**src/rtl/count_seq_monitor_pkg.sv**
```systemverilog
// Shared types and helpers for the count sequence monitor.
// Optional glitch filter selected by COUNT_SEQ_MONITOR_GLITCH_FILTER_EN (see count_sampler).
package count_seq_monitor_pkg;

  typedef enum logic [1:0] {
    ST_SYNC  = 2'd0,
    ST_TRACK = 2'd1,
    ST_ERR   = 2'd2
  } mon_state_e;

  typedef enum logic [1:0] {
    CLS_STEP = 2'd0,
    CLS_WRAP = 2'd1,
    CLS_HOLD = 2'd2,
    CLS_JUMP = 2'd3
  } cls_e;

  // Bits needed to hold 0..hold_max, i.e. clog2(hold_max+1), never less than 1.
  function automatic int hold_cnt_w(input int hold_max);
    int w;
    w = 0;
    while ((1 << w) < (hold_max + 1)) begin
      w = w + 1;
    end
    if (w == 0) begin
      w = 1;
    end
    return w;
  endfunction

endpackage

```
**src/rtl/count_seq_monitor_sampler.sv**
```systemverilog
// Input register for the monitored count; with COUNT_SEQ_MONITOR_GLITCH_FILTER_EN defined a
// second register only lets a value through once two consecutive raw samples agree.
module count_sampler
  import count_seq_monitor_pkg::*;
#(
  parameter int CNT_W = 4
) (
  input  logic             clk,
  input  logic             rst_n,
  input  logic [CNT_W-1:0] cnt_i,
  output logic [CNT_W-1:0] sample_o,
  output logic             sample_vld_o
);

  logic [CNT_W-1:0] raw0_q;
  logic             vld0_q;

  always_ff @(posedge clk or negedge rst_n) begin
    if (!rst_n) begin
      raw0_q <= '0;
      vld0_q <= 1'b0;
    end else begin
      raw0_q <= cnt_i;
      vld0_q <= 1'b1;
    end
  end

`ifdef COUNT_SEQ_MONITOR_GLITCH_FILTER_EN
  logic [CNT_W-1:0] raw1_q;
  logic             vld1_q;

  always_ff @(posedge clk or negedge rst_n) begin
    if (!rst_n) begin
      raw1_q <= '0;
      vld1_q <= 1'b0;
    end else begin
      raw1_q <= raw0_q;
      vld1_q <= vld0_q;
    end
  end

  // A ripple transient never survives two samples, so disagreeing pairs are simply dropped.
  assign sample_o     = raw1_q;
  assign sample_vld_o = vld1_q && (raw0_q == raw1_q);
`else
  assign sample_o     = raw0_q;
  assign sample_vld_o = vld0_q;
`endif

endmodule

```
**src/rtl/count_seq_monitor.sv**
```systemverilog
// Monitors a free-running count: classifies each sample as step/wrap/hold/jump, counts wraps,
// flags stalls and latches a sticky error. Build option: COUNT_SEQ_MONITOR_GLITCH_FILTER_EN.
module count_seq_monitor
  import count_seq_monitor_pkg::*;
#(
  parameter int CNT_W    = 4,
  parameter int WRAP_W   = 8,
  parameter int HOLD_MAX = 15
) (
  input  logic              clk,
  input  logic              reset,
  input  logic [CNT_W-1:0]  cnt_in,
  input  logic              cnt_rst,
  input  logic              err_clr,
  output logic              step_pulse,
  output logic              wrap_pulse,
  output logic [WRAP_W-1:0] wrap_cnt,
  output logic              stall,
  output logic              err,
  output logic [1:0]        state,
  output logic [CNT_W-1:0]  last_cnt
);

  localparam int                HOLD_W   = hold_cnt_w(HOLD_MAX);
  localparam logic [CNT_W-1:0]  CNT_MAX  = '1;
  localparam logic [WRAP_W-1:0] WRAP_MAX = '1;
  localparam logic [HOLD_W-1:0] HOLD_LIM = HOLD_W'(HOLD_MAX);

  logic [CNT_W-1:0] smp;
  logic             smp_vld;

  count_sampler #(
    .CNT_W (CNT_W)
  ) u_sampler (
    .clk          (clk),
    .rst_n        (reset),
    .cnt_i        (cnt_in),
    .sample_o     (smp),
    .sample_vld_o (smp_vld)
  );

  mon_state_e        state_q, state_d;
  logic [CNT_W-1:0]  prev_q, prev_d;
  logic [HOLD_W-1:0] hold_q, hold_d;
  logic [WRAP_W-1:0] wrap_cnt_q, wrap_cnt_d;
  logic              stall_q, stall_d;
  logic              err_q, err_d;
  logic              step_q, step_d;
  logic              wrap_q, wrap_d;

  cls_e              cls;
  logic [HOLD_W-1:0] hold_inc;
  logic [WRAP_W-1:0] wrap_inc;

  // Wrap is recognised explicitly from the max value rather than by letting p+1 overflow.
  function automatic cls_e classify(input logic [CNT_W-1:0] p, input logic [CNT_W-1:0] s);
    logic [CNT_W-1:0] p_inc;
    cls_e             c;
    p_inc = p + 1'b1;
    if ((p == CNT_MAX) && (s == '0)) begin
      c = CLS_WRAP;
    end else if ((p != CNT_MAX) && (s == p_inc)) begin
      c = CLS_STEP;
    end else if (s == p) begin
      c = CLS_HOLD;
    end else begin
      c = CLS_JUMP;
    end
    return c;
  endfunction

  always_ff @(posedge clk or negedge reset) begin
    if (!reset) begin
      state_q    <= ST_SYNC;
      prev_q     <= '0;
      hold_q     <= '0;
      wrap_cnt_q <= '0;
      stall_q    <= 1'b0;
      err_q      <= 1'b0;
      step_q     <= 1'b0;
      wrap_q     <= 1'b0;
    end else begin
      state_q    <= state_d;
      prev_q     <= prev_d;
      hold_q     <= hold_d;
      wrap_cnt_q <= wrap_cnt_d;
      stall_q    <= stall_d;
      err_q      <= err_d;
      step_q     <= step_d;
      wrap_q     <= wrap_d;
    end
  end

  always_comb begin
    state_d    = state_q;
    prev_d     = prev_q;
    hold_d     = hold_q;
    wrap_cnt_d = wrap_cnt_q;
    stall_d    = stall_q;
    err_d      = err_q;
    step_d     = 1'b0;
    wrap_d     = 1'b0;
    cls        = classify(prev_q, smp);
    hold_inc   = (hold_q >= HOLD_LIM) ? HOLD_LIM : hold_q + 1'b1;
    wrap_inc   = (wrap_cnt_q == WRAP_MAX) ? wrap_cnt_q : wrap_cnt_q + 1'b1;

    if (err_clr && (state_q == ST_ERR)) begin
      err_d   = 1'b0;
      state_d = ST_SYNC;
    end else if (cnt_rst && (state_q != ST_ERR)) begin
      // Counter restarting: next sample (normally 0) is re-acquired instead of judged.
      state_d = ST_SYNC;
      hold_d  = '0;
      stall_d = 1'b0;
    end else if (smp_vld) begin
      unique case (state_q)
        ST_SYNC: begin
          prev_d  = smp;
          hold_d  = '0;
          stall_d = 1'b0;
          state_d = ST_TRACK;
        end
        ST_TRACK: begin
          unique case (cls)
            CLS_STEP: begin
              step_d  = 1'b1;
              prev_d  = smp;
              hold_d  = '0;
              stall_d = 1'b0;
            end
            CLS_WRAP: begin
              step_d     = 1'b1;
              wrap_d     = 1'b1;
              wrap_cnt_d = wrap_inc;
              prev_d     = smp;
              hold_d     = '0;
              stall_d    = 1'b0;
            end
            CLS_HOLD: begin
              hold_d  = hold_inc;
              stall_d = (hold_inc == HOLD_LIM);
            end
            default: begin
              err_d   = 1'b1;
              prev_d  = smp;
              state_d = ST_ERR;
            end
          endcase
        end
        ST_ERR: begin
          prev_d = smp;
        end
        default: begin
          state_d = ST_SYNC;
        end
      endcase
    end
  end

  assign step_pulse = step_q;
  assign wrap_pulse = wrap_q;
  assign wrap_cnt   = wrap_cnt_q;
  assign stall      = stall_q;
  assign err        = err_q;
  assign state      = state_q;
  assign last_cnt   = prev_q;

endmodule

```
**config.mk**
```make
export PLATFORM = sky130hd
export DESIGN_NAME = count_seq_monitor
export DESIGN_NICKNAME = d
export VERILOG_FILES = /design/src/rtl/count_seq_monitor_pkg.sv /design/src/rtl/count_seq_monitor_sampler.sv /design/src/rtl/count_seq_monitor.sv
export SDC_FILE = /design/constraint.sdc
export NUM_CORES = 1
export LEC_CHECK = 0
export ABC_CLOCK_PERIOD_IN_PS = 2100
export BUFFER_PORTS_ARGS = -buffer_cell sky130_fd_sc_hd__buf_4
export CORE_ASPECT_RATIO = 0.6
export CORE_MARGIN = 5
export CORE_UTILIZATION = 35
export DETAILED_ROUTE_END_ITERATION = 7
export HOLD_SLACK_MARGIN = 0.08
export MAX_ROUTING_LAYER = met4
export PLACE_DENSITY = 0.54
export SYNTH_ARGS = -nofsm -noshare
export SYNTH_HDL_FRONTEND = slang
export SYNTH_HIERARCHICAL = 1
export SYNTH_SLANG_ARGS = --single-unit
```
**constraint.sdc**
```tcl
create_clock -name clk -period 2.1 [get_ports clk]
set_clock_uncertainty 0.2 [all_clocks]
set_input_delay 0.105 -clock clk [delete_from_list [all_inputs] [get_ports clk]]
set_output_delay 0.105 -clock clk [all_outputs]
set_load 0.01 [all_outputs]
```
==> out/qor.txt, run 1 <==
DETAILED ROUTING
----------------------------------------------------------------------------------
Average wire per standard cell ......................................      14.0 um
Length of the first detailed-routing pass in iterations .............            4
Vias after detailed routing .........................................         1087
Antenna violation net count after detailed routing ..................            0
Avg Vias per Cell ...................................................         4.90
Remaining design rule violation count ...............................            0
Violation count after the first detailed-route iteration ............           33
Wirelength, routed ..................................................      3100 um

SETUP PATH
----------------------------------------------------------------------------------
Type of element capturing the critical path .........................         flop
Classification of the worst setup path ..............................      reg2reg
Worst Setup Start Kind ..............................................         flop
Maximum fanout encountered on the critical timing path ..............            5
Worst Path Arrival ..................................................      2.03 ns
Required arrival time at the worst endpoint .........................      2.07 ns

FINAL LAYOUT
----------------------------------------------------------------------------------
Commonest cells after routing, fill and taps aside .................. 41 x sky130_fd_sc_hd__buf_4, 25 x sky130_fd_sc_hd__dfrtp_1, 13 x sky130_fd_sc_hd__nor2_1
Number of cells in the finished layout apart from fillers ...........          222
Final net count .....................................................          187
Core occupancy in the finished layout ...............................        51.2%
Ant diodes ..........................................................            0
Most common cell after layout, fill and taps aside .................. sky130_fd_sc_hd__buf_4
Finished Cell Area ..................................................     1900 um2
Layout cells sized above 1 ..........................................        38.3%
Signed area change from the synthesized netlist to the final layout .        39.1%

FLOORPLAN
----------------------------------------------------------------------------------
Floorplan die area ..................................................     5300 um2
DIE HEIGHT ..........................................................      58.4 um
Placeable core region ...............................................     3720 um2
Count of boundary I/O pins ..........................................           26
Initial Utilization .................................................        36.8%
Die boundary width ..................................................      90.7 um
# rows ..............................................................           17

POWER AND IR DROP
----------------------------------------------------------------------------------
Reported leakage power ..............................................     0.890 nW
Clock network fraction of design power ..............................        16.8%
Fraction of power spent switching nets ..............................        35.0%
Share of power burned in combinational logic ........................        45.6%
Internal Pwr Total ..................................................      1.13 mW
Post-layout power ...................................................      1.74 mW
Seq pwr share .......................................................        37.6%
Cell area power density .............................................   913 nW/um2
P_sw ................................................................     0.608 mW
Maximum resistive drop on vdd .......................................     0.504 mV

CLOCKING
----------------------------------------------------------------------------------
Number of CTS-inserted buffers ......................................            3
Insertion delay to the later sink of the worst-skew pair ............      0.27 ns
Number of H-tree levels .............................................            1
TritonCTS clock tree ................................................         done
Worst-path clk slew .................................................      0.09 ns
TritonCTS Sinks .....................................................           27
Buffer levels on the longest clock path .............................            2
Root Buffer ......................................................... sky130_fd_sc_hd__clkbuf_8

PLACE
----------------------------------------------------------------------------------
Instance area at placement ..........................................     1740 um2
Number of placed instances with taps included .......................          208
Port Buffers ........................................................           25
Routability congestion estimate from global placement ...............        0.757
DP Worst Slack ......................................................   -0.0511 ns
Post-DP HPWL ........................................................      2400 um

RUN
----------------------------------------------------------------------------------
Number of violations of the max-capacitance limit ...................            0

TIMING
----------------------------------------------------------------------------------
Number of pins exceeding their max-slew limit in the final report ...            0
Number of hold-slack violations in the final timing report ..........            0
Worst-case hold slack ...............................................    0.0900 ns
Final setup viols ...................................................            0
RSZ-0062 raised after global routing ................................         true
Final period util ...................................................        98.1%
Period minus WS final ...............................................      2.06 ns
Setup TNS Final .....................................................         0 ns
Worst Slack Setup Final .............................................    0.0404 ns
Highest clock frequency the design can meet .........................    0.486 GHz

YOSYS
----------------------------------------------------------------------------------
Top cell type by total area after synthesis ......................... sky130_fd_sc_hd__dfrtp_1
Mapped cell area ....................................................     1370 um2
Area share of the leading cell type in the synthesized netlist ......        49.4%
Post-synthesis area per instance ....................................     11.1 um2
Number of storage elements in the synthesis netlist .................           27
Synth area leaders .................................................. sky130_fd_sc_hd__dfrtp_1 49%, sky130_fd_sc_hd__xnor2_1 6.4%, sky130_fd_sc_hd__mux2_2 4.1%
Synthesized netlist net count .......................................          134
Netlist cell types ..................................................           34
Synthesized instance count ..........................................          123
Warnings, synthesis .................................................            6
Part of the Yosys area used for sequential elements .................        49.4%

MIN PATH
----------------------------------------------------------------------------------
Type of the tightest min-delay check ................................     in2async

GLOBAL ROUTING
----------------------------------------------------------------------------------
GR Util All Layers ..................................................        12.9%
Antenna violations before repair ....................................            0
Number of global-route vias before repair ...........................         1083
Pin count of the biggest net entering global routing ................           28
Global-route wire length before repair ..............................      5380 um
Final global-route overflow total ...................................            0

OUTCOME
----------------------------------------------------------------------------------
Status ..............................................................    completed

## cell type report
type / instances / area, um2
multi-input combinational: 89 / 709
clock buffer: 3 / 41.3
tap: 47 / 58.8
clock inverter: 1 / 5.00
sequential: 27 / 678
inverter: 6 / 22.5
fill: 349 / 1820
timing repair buffer: 49 / 389
## flip-flops by register name, indices dropped and copies added, names as in the netlist
signal and flops:
state 2, last_cnt 4, u_sampler/sample_vld_o 1, wrap_pulse 1, u_sampler/sample_o 4, hold_q 4
step_pulse 1, wrap_cnt 8, stall 1, err 1
## final timing paths
check	endpoint	startpoint	slack (ns)	cells past startpoint
hold reg to reg	wrap_cnt[4]	wrap_cnt[4]	0.31	1
setup reg to reg	wrap_cnt[1]	u_sampler/sample_o[0]	0.04	5
min in group clk	u_sampler/sample_o[2]	cnt_in[2]	0.27	2
setup / recovery	wrap_cnt[1]	u_sampler/sample_o[0]	0.04	5
max in group asynchronous	last_cnt[0]	reset	1.34	2
hold / removal	u_sampler/sample_o[1]	reset	0.09	2
## cell usage after synthesis
cell / instances
sky130_fd_sc_hd__nand2_1: 6
sky130_fd_sc_hd__inv_1: 6
sky130_fd_sc_hd__conb_1: 1
sky130_fd_sc_hd__nor4_2: 1
sky130_fd_sc_hd__a31o_2: 4
sky130_fd_sc_hd__clkbuf_1: 1
sky130_fd_sc_hd__o21ai_0: 3
sky130_fd_sc_hd__o22a_1: 1
sky130_fd_sc_hd__a21oi_1: 5
sky130_fd_sc_hd__and3_1: 2
sky130_fd_sc_hd__o31ai_1: 3
sky130_fd_sc_hd__mux2i_1: 1
sky130_fd_sc_hd__o211ai_1: 1
sky130_fd_sc_hd__nor3_1: 3
sky130_fd_sc_hd__xnor2_1: 10
sky130_fd_sc_hd__nand2b_4: 1
sky130_fd_sc_hd__nor2_1: 14
sky130_fd_sc_hd__nand4bb_4: 1
sky130_fd_sc_hd__or4_4: 1
sky130_fd_sc_hd__o32ai_1: 1
sky130_fd_sc_hd__or3_1: 1
sky130_fd_sc_hd__a22o_1: 3
sky130_fd_sc_hd__nand3b_1: 1
sky130_fd_sc_hd__ha_1: 3
sky130_fd_sc_hd__mux2_2: 5
sky130_fd_sc_hd__dfrtp_1: 27
sky130_fd_sc_hd__xor2_1: 4
sky130_fd_sc_hd__nand3_1: 3
sky130_fd_sc_hd__nand2b_1: 1
sky130_fd_sc_hd__or2b_1: 1
sky130_fd_sc_hd__nand4_1: 5
sky130_fd_sc_hd__a32o_1: 1
sky130_fd_sc_hd__o211a_1: 1
sky130_fd_sc_hd__a311oi_4: 1
## metal layers
layer	wire [um]	track usage [%]
met5	0	-
met4	28	2.55
met1	1710	19.1
met2	1230	17.5
met3	136	3.45
## repair_timing
| item | CTS | global route |
|---|---|---|
| pin swaps | 1 | 2 |
| hold buffers | 7 | 0 |
| resized for setup | 1 | 5 |
| setup endpoints to repair | 7 | 13 |
| hold endpoints to repair | 35 | 0 |
| setup buffers | 3 | 0 |
## cells by family after synthesis
logic type / count (synthesis) / share of synthesized area (%)
adder cells (fa/ha/maj): 3 / 2.74
flip-flops: 27 / 49.4
XOR/XNOR: 14 / 8.96
other: 1 / 0.274
AO/OA/AOI/OAI: 24 / 14.3
multiplexers: 6 / 4.84
AND/OR/NAND/NOR: 41 / 17.6
buffers and inverters: 7 / 1.92
## power by group through the flow
stage	logic (mW)	clock network, mW	registers, mW
5_1_grt	0.873	0.328	0.664
3_3_place_gp	0.748	0	0.662
3_5_place_dp	0.757	0	0.665
6_report	0.792	0.292	0.654
4_1_cts	0.773	0.311	0.655
2_1_floorplan	0.372	0	0.722
## worst max-delay path: stages, from the launching register on
cell and delay (ns):
sky130_fd_sc_hd__dfrtp_1 0.38, sky130_fd_sc_hd__nand3b_1 0.16, sky130_fd_sc_hd__or4_4 0.51, sky130_fd_sc_hd__a311oi_4 0.25
sky130_fd_sc_hd__buf_6 0.16, sky130_fd_sc_hd__mux2_4 0.29
Power figures use the tool's default switching activity.
==> inputs of run 2 (changes only) <==
--- a/config.mk
+++ b/config.mk
@@ -14,6 +14,7 @@
 export HOLD_SLACK_MARGIN = 0.08
 export MAX_ROUTING_LAYER = met4
 export PLACE_DENSITY = 0.54
+export RECOVER_POWER = 100
 export SYNTH_ARGS = -nofsm -noshare
 export SYNTH_HDL_FRONTEND = slang
 export SYNTH_HIERARCHICAL = 1
==> out/qor.txt, run 2 (synthesized netlist as in run 1, its figures left out) <==
PLACE
----------------------------------------------------------------------------------
DP Worst Slack ......................................................   -0.0511 ns
Port Buffers ........................................................           25
Instance area at placement ..........................................     1740 um2
Post-DP HPWL ........................................................      2400 um
Routability congestion estimate from global placement ...............        0.757

GLOBAL ROUTING
----------------------------------------------------------------------------------
Global-route wire length before repair ..............................      5380 um
Antenna violations before repair ....................................            0
Pin count of the biggest net entering global routing ................           28
GRT busiest layer ...................................................         met1
Final global-route overflow total ...................................            0
Fraction of met1 tracks used by global routing ......................        19.1%
GR Util All Layers ..................................................        12.9%
Number of global-route vias before repair ...........................         1083
Met3 track demand over resource in global routing ...................        3.45%
GRT met2 Usage ......................................................        17.5%

CLOCKING
----------------------------------------------------------------------------------
Buffer levels on the longest clock path .............................            2
Worst-path clk slew .................................................      0.09 ns
Root Buffer ......................................................... sky130_fd_sc_hd__clkbuf_8
Number of H-tree levels .............................................            1
Number of CTS-inserted buffers ......................................            3
TritonCTS Sinks .....................................................           27
Insertion delay to the later sink of the worst-skew pair ............      0.27 ns
TritonCTS clock tree ................................................         done

FINAL LAYOUT
----------------------------------------------------------------------------------
Finished Cell Area ..................................................     1840 um2
Commonest cells after routing, fill and taps aside .................. 25 x sky130_fd_sc_hd__dfrtp_1, 19 x sky130_fd_sc_hd__buf_4, 17 x sky130_fd_sc_hd__clkbuf_1
Largest register FFs ................................................            8
Ant diodes ..........................................................            0
Most common cell after layout, fill and taps aside .................. sky130_fd_sc_hd__dfrtp_1
Final-layout fill cell count ........................................          360
Final net count .....................................................          187
Signed area change from the synthesized netlist to the final layout .        34.3%
Layout cells sized above 1 ..........................................        28.6%

POWER AND IR DROP
----------------------------------------------------------------------------------
Maximum resistive drop on vdd .......................................     0.472 mV
Reported leakage power ..............................................     0.820 nW
Cell area power density .............................................   912 nW/um2

FLOORPLAN
----------------------------------------------------------------------------------
Placeable core region ...............................................     3720 um2
Initial Utilization .................................................        36.8%
Die boundary width ..................................................      90.7 um
Count of boundary I/O pins ..........................................           26
# rows ..............................................................           17
Floorplan die area ..................................................     5300 um2
DIE HEIGHT ..........................................................      58.4 um

RUN
----------------------------------------------------------------------------------
Number of violations of the max-capacitance limit ...................            0

TIMING
----------------------------------------------------------------------------------
Number of hold-slack violations in the final timing report ..........            0
Worst Slack Setup Final .............................................    0.0355 ns
Period minus WS final ...............................................      2.06 ns
RSZ-0062 raised after global routing ................................         true
Highest clock frequency the design can meet .........................    0.484 GHz
Worst-case hold slack ...............................................     0.205 ns
Final period util ...................................................        98.3%
Transition at the pin with the smallest max-transition slack ........     0.678 ns
Max-slew headroom at the worst pin ..................................        54.8%
Number of pins exceeding their max-slew limit in the final report ...            0
Final setup viols ...................................................            0

SETUP PATH
----------------------------------------------------------------------------------
Type of element capturing the critical path .........................         flop
Worst flop-to-flop path endpoint ....................................  wrap_cnt[1]
Cells on worst reg2reg path .........................................            5
Worst Setup Start Kind ..............................................         flop
Cell family with most CP delay ...................................... simple AND/OR/NAND/NOR gates
Required arrival time at the worst endpoint .........................      2.06 ns
Highest cell delay on the worst timing path .........................      0.51 ns
Classification of the worst setup path ..............................      reg2reg
Worst Path Arrival ..................................................      2.03 ns
Critical path buffer and inverter count .............................            1
Maximum fanout encountered on the critical timing path ..............            5
Worst R2R Start ..................................................... u_sampler/sample_o[0]
Critical path's slowest cell ........................................ sky130_fd_sc_hd__or4_4
Register-to-register path setup slack ...............................      0.04 ns
Cell chain of the critical path ..................................... nand3b_1 > or4_4 > a311oi_4 > buf_6 > mux2_4

DETAILED ROUTING
----------------------------------------------------------------------------------
Average wire per standard cell ......................................      13.9 um
Wirelength, routed ..................................................      3080 um
Antenna violation net count after detailed routing ..................            0
Avg Vias per Cell ...................................................         4.91
Vias after detailed routing .........................................         1091
Length of the first detailed-routing pass in iterations .............            4
Remaining design rule violation count ...............................            0
Violation count after the first detailed-route iteration ............           42

MIN PATH
----------------------------------------------------------------------------------
Type of the tightest min-delay check ................................     in2async

OUTCOME
----------------------------------------------------------------------------------
Status ..............................................................    completed

-- run 2: changes by cell type in the layout (fill, tap and decap cells not counted), sizes merged --
cell    change
clkbuf     +22
buf        -22
-- run 2: metrics by stage --
step	utilization, %	total power, mW	TNS [ns]	cells
2_1_floorplan	-	1.09	-0.00454	123
3_3_place_gp	46.6	1.41	-0.0150	208
3_5_place_dp	46.6	1.42	-0.0860	208
4_1_cts	50.5	1.74	-0.0398	222
5_1_grt	49.4	1.80	-0.283	222
6_report	49.4	1.68	0	222
-- run 2: worst reg2reg max path: stages, from the launching register on --
cell                       delay (ns)
sky130_fd_sc_hd__dfrtp_1         0.39
sky130_fd_sc_hd__nand3b_1        0.16
sky130_fd_sc_hd__or4_4           0.51
sky130_fd_sc_hd__a311oi_4        0.25
sky130_fd_sc_hd__buf_6           0.16
sky130_fd_sc_hd__mux2_4          0.29
-- run 2: layout make-up --
class,instances,area [um2],area share (%)
multi-input combinational,89,709,38.6
inverter,6,22.5,1.23
clock inverter,1,5.00,0.272
tap,47,58.8,3.20
timing repair buffer,49,323,17.6
sequential,27,678,36.9
clock buffer,3,41.3,2.25
-- run 2: routing by layer --
layer	part of all wire [%]	wire length [um]
met1	55	1690
met4	0.91	28
met2	40	1220
met5	0	0
met3	4.3	132
-- run 2: how the worst max path moves through the flow --
stage                          startpoint          end  cells after the start
floorplan                     last_cnt[1]  wrap_cnt[1]                      5
global placement              last_cnt[1]  wrap_cnt[3]                      6
detailed placement  u_sampler/sample_o[0]  wrap_cnt[3]                      5
CTS                 u_sampler/sample_o[0]  wrap_cnt[3]                      6
global route        u_sampler/sample_o[0]  wrap_cnt[3]                      6
finish              u_sampler/sample_o[0]  wrap_cnt[1]                      5
-- run 2: repair_timing --
item / CTS / global route
endpoints found under the setup margin: 7 / 13
hold buffers: 7 / 0
gates cloned: 0 / 0
pin swaps: 1 / 2
gates resized for setup: 1 / 5
endpoints found under the hold margin: 35 / 0
setup buffers: 3 / 0
-- run 2: report_power, final --
group | switching (mW) | internal, mW
sequential | 0.0588 | 0.593
combinational | 0.389 | 0.344
clock | 0.158 | 0.133
total | 0.606 | 1.07
